--- config.mk ---
export PLATFORM = sky130hd
export DESIGN_NAME = bcd2bin_seq
export DESIGN_NICKNAME = d
export VERILOG_FILES = /design/src/rtl/bcd2bin_seq.sv
export SDC_FILE = /design/constraint.sdc
export NUM_CORES = 1
export LEC_CHECK = 0
export BUFFER_PORTS_ARGS = -buffer_cell sky130_fd_sc_hd__buf_2
export CAP_MARGIN = 20
export CELL_PAD_IN_SITES_DETAIL_PLACEMENT = 1
export CELL_PAD_IN_SITES_GLOBAL_PLACEMENT = 1
export CORE_MARGIN = 2
export CORE_UTILIZATION = 23
export DETAILED_ROUTE_END_ITERATION = 6
export GPL_ROUTABILITY_DRIVEN = 0
export HOLD_SLACK_MARGIN = 0.05
export PLACE_DENSITY = 0.48
export SLEW_MARGIN = 20
export SYNTH_ARGS = -nofsm -noshare
export SYNTH_HDL_FRONTEND = slang
export SYNTH_SLANG_ARGS = --single-unit
--- constraint.sdc ---
create_clock -name clk -period 2.4 [get_ports clk]
set_input_delay 0.24 -clock clk [delete_from_list [all_inputs] [get_ports clk]]
set_output_delay 0.24 -clock clk [all_outputs]
set_load 0.005 [all_outputs]
--- src/rtl/bcd2bin_seq.sv ---
// Sequential two-digit BCD to binary converter using reverse double-dabble (7 iterations).
// Optional invalid-digit check enabled by defining BCD_CHECK_EN.
module bcd2bin_seq (
    input  logic       clk,
    input  logic       reset,
    input  logic       start,
    input  logic [3:0] tens,
    input  logic [3:0] ones,
    output logic       busy,
    output logic       done,
    output logic [6:0] bin,
    output logic       err
);

    localparam int unsigned BCD_W = 8;
    localparam int unsigned BIN_W = 7;
    localparam int unsigned CNT_W = 3;
    localparam logic [CNT_W-1:0] LAST_ITER = CNT_W'(6);

    typedef enum logic [1:0] {
        IDLE  = 2'd0,
        SHIFT = 2'd1,
        DONE  = 2'd2
    } state_t;

    state_t             state, state_nxt;
    logic [BCD_W-1:0]   bcd_r, bcd_nxt;
    logic [BIN_W-1:0]   bin_r, bin_r_nxt;
    logic [CNT_W-1:0]   cnt, cnt_nxt;
    logic [BIN_W-1:0]   bin_nxt;
    logic               busy_nxt, done_nxt;
    logic [BCD_W+BIN_W-1:0] sh;
    logic [BCD_W-1:0]   iter_bcd;
    logic [BIN_W-1:0]   iter_bin;

    // One reverse double-dabble step: shift right, then subtract 3 from digits >= 8
    always_comb begin
        sh       = {bcd_r, bin_r} >> 1;
        iter_bin = sh[BIN_W-1:0];
        iter_bcd[7:4] = (sh[14:11] >= 4'd8) ? sh[14:11] - 4'd3 : sh[14:11];
        iter_bcd[3:0] = (sh[10:7]  >= 4'd8) ? sh[10:7]  - 4'd3 : sh[10:7];
    end

`ifdef BCD_CHECK_EN
    logic bad_r, bad_nxt;
    logic err_r, err_nxt;
    assign err = err_r;
`else
    assign err = 1'b0;
`endif

    // Next-state and datapath/output next values
    always_comb begin
        state_nxt = state;
        bcd_nxt   = bcd_r;
        bin_r_nxt = bin_r;
        cnt_nxt   = cnt;
        bin_nxt   = bin;
        done_nxt  = 1'b0;
`ifdef BCD_CHECK_EN
        bad_nxt   = bad_r;
        err_nxt   = err_r;
`endif
        case (state)
            IDLE: begin
                if (start) begin
                    bcd_nxt   = {tens, ones};
                    bin_r_nxt = '0;
                    cnt_nxt   = '0;
`ifdef BCD_CHECK_EN
                    bad_nxt   = (tens > 4'd9) || (ones > 4'd9);
                    state_nxt = bad_nxt ? DONE : SHIFT;
`else
                    state_nxt = SHIFT;
`endif
                end
            end
            SHIFT: begin
                bcd_nxt   = iter_bcd;
                bin_r_nxt = iter_bin;
                cnt_nxt   = cnt + CNT_W'(1);
                if (cnt == LAST_ITER) begin
                    state_nxt = DONE;
                end
            end
            DONE: begin
                state_nxt = IDLE;
                done_nxt  = 1'b1;
`ifdef BCD_CHECK_EN
                bin_nxt   = bad_r ? '0 : bin_r;
                err_nxt   = bad_r;
`else
                bin_nxt   = bin_r;
`endif
            end
            default: state_nxt = IDLE;
        endcase
        // busy covers the capture cycle through the cycle carrying the done pulse
        busy_nxt = (state_nxt != IDLE) || (state == DONE);
    end

    always_ff @(posedge clk) begin
        if (reset) begin
            state <= IDLE;
            bcd_r <= '0;
            bin_r <= '0;
            cnt   <= '0;
            busy  <= 1'b0;
            done  <= 1'b0;
            bin   <= '0;
`ifdef BCD_CHECK_EN
            bad_r <= 1'b0;
            err_r <= 1'b0;
`endif
        end else begin
            state <= state_nxt;
            bcd_r <= bcd_nxt;
            bin_r <= bin_r_nxt;
            cnt   <= cnt_nxt;
            busy  <= busy_nxt;
            done  <= done_nxt;
            bin   <= bin_nxt;
`ifdef BCD_CHECK_EN
            bad_r <= bad_nxt;
            err_r <= err_nxt;
`endif
        end
    end

endmodule
==> metrics.txt <==
result of the run=completed; TritonRoute pass-1 iters=3; DRC=0; grt total ovfl=0; Slew @ Worst Pin=roughly 0.66 ns; post-cts sizing count=0; Die ar.=about 6000 µm²; dpl hpwl=just under 2000 µm; # rows=26; remaining antenna violation count after routing=0; deepest clock path buffer count=2; gr usage total=a little over a tenth; Syn. warnings=0; initial antenna violation count=0; core area=roughly 5100 µm²; PD cells=714 nW/µm²; Util after Layout=between 20% and 30%; port bufs=19; post-DR vias/cell=4.50; leading cell type in the layout, fill and taps excluded=dfxtp_1; number of diodes=0; cells after synthesis=around 130; starting density of the core=between 20% and 30%; Mapped Avg Cell Area=between 9 and 10 µm²; Synth top area share=between 40% and 50%; Root Driver=clkbuf_8; EDFF count, synth=0; later-pin clock latency in the skew report=roughly 0.28 ns; First DRT Iteration DRCs=around 40; CP cell instances=o21ba_4, nor2_2, a221o_1; CTS tree=done; Synth cell types=36; largest net degree at the start of global routing=23; post-synth top area cell=dfxtp_1; area added between synthesis and finish=19.1%; syn nets=144; H-tree lvl count=2; cts bufs inserted=5; postcts setup bufs=0; WP buf/inv=0; Die H=about 77 µm; Top Ports=21; startpoint types=flip-flop; Max Slew Vio Count=0; Leak=about 0.0006 µW; CP Max Fanout=18; ys flop type=dfxtp_1; vias post-DR=around 980; Async SR Flop Fraction=0%; Req. time, crit path=2.57 ns; delay-heaviest family, CP=flip-flops; first-pass GRT wire length=4850 µm; NumNets Final=162; max cap viols=0; critical path capture point type=flip-flop; vias in the first global route=around 1000; Min-Delay Path Class=in2reg; final setup vio count=0; unrepaired setup endpoints after global routing=no; CP max stage delay=roughly 0.74 ns; WL/cell=12.4 µm; CTS clk-pin slew, worst paths=0.07 ns; Die Span X=slightly below 80 µm; share of cells above drive strength 1=about a quarter; minimum clock period after layout=1.62 ns; Max-slew headroom=a little under three fifths; post-route setup TNS=0 ns; critical path's slowest cell=dfxtp_1; wirelength, routed=between 2000 and 3000 µm; Crit path arrival time=about 1.8 ns; Worst Clk Skew=about 0.0069 ns; final hold violation count=0; crit path kind=reg2reg; synth top area cells=dfxtp_1 (47%), a22o_1 (5.7%), a21oi_1 (4.9%); Sink Count=29; fin crit share=approximately two thirds; leading cell types in the layout, fill and taps excluded=dfxtp_1 (29), buf_2 (19), nand2_1 (16); Post-CTS Hold Fix Bufs=0; cell area after synthesis=1230 µm²; #FFs+latches synth=29; sequential fraction of the synthesis area=between 40% and 50%; Fmax=0.618 GHz; peak supply drop=~0.18 mV; Min Hold Slack=0.219 ns
[layout make-up]
type	count	area [µm²]
Clock buffer	7	96.3
Clock inverter	1	5.00
Fill cell	632	3670
Inverter	7	26.3
Multi-Input combinational cell	84	568
Sequential cell	29	581
Tap cell	70	87.6
Timing Repair Buffer	20	103
[tightest hold or removal path: stages]
cell,delay [ns]
buf_2,0.07
a32oi_1,0.08
nor2_1,0.07
[layer usage]
metal	routed length, µm	vias up	global-route usage (%)	share of wire [%]
met2	1220	24	16.3	45
met3	150	9	4.24	5.5
met1	1270	464	12.2	47
li1	-	485	-	-
met4	76	0	5.36	2.8
met5	0	-	0	0
[flip-flops by register name (all words and copies together) (netlist names)]
register and count:
busy 1, bin_r 7, bcd_r 8, state 2, done 1, cnt 3, bin 7
[Yosys cell counts (3+ instances only)]
| cell | instances |
|---|---|
| a211oi_1 | 5 |
| a21oi_1 | 12 |
| a22o_1 | 8 |
| buf_2 | 3 |
| buf_4 | 5 |
| dfxtp_1 | 29 |
| ha_1 | 4 |
| inv_1 | 6 |
| nand2_1 | 16 |
| nor2_1 | 7 |
| o22ai_1 | 3 |
[report_power, final]
group	leakage, µW	total (µW)	switching (µW)	internal (µW)
combinational	0.000310	84.2	43.7	40.4
sequential	0.000236	519	20.3	499
clock	0.0000542	444	185	259
total	0.000600	1050	249	798
[worst paths after layout]
check	from	endpoint	slack, ns	cells after the start
hold / removal	tens[3]	bcd_r[7]	0.22	3
setup reg to reg	state[0]	bcd_r[2]	0.78	3
setup / recovery	state[0]	bcd_r[2]	0.78	3
hold reg to reg	bin[0]	bin[0]	0.45	2
[metrics by stage]
step	area [µm²]	setup WS (ns)	total power [µW]	std cells
CTS	1470	0.755	1070	218
global placement	1370	0.827	614	210
finish	1470	0.782	1050	218
global route	1470	0.625	1110	218
floorplan	1230	1.14	593	129
detailed placement	1370	0.773	616	210
[cell families (layout without fill, tap and decap cells)]
kind of cell / count (synthesis) / after routing / synth area share [%]
mux: 1 / 1 / 0.813
fa+ha+maj: 4 / 4 / 4.07
compound gates: 41 / 41 / 25.0
buf+inv: 16 / 35 / 6.71
simple gates: 35 / 35 / 14.5
xor+xnor: 2 / 2 / 1.42
flops: 29 / 29 / 47.2
other cells: 1 / 1 / 0.305
Note: power is estimated with default switching activity, not from simulation.
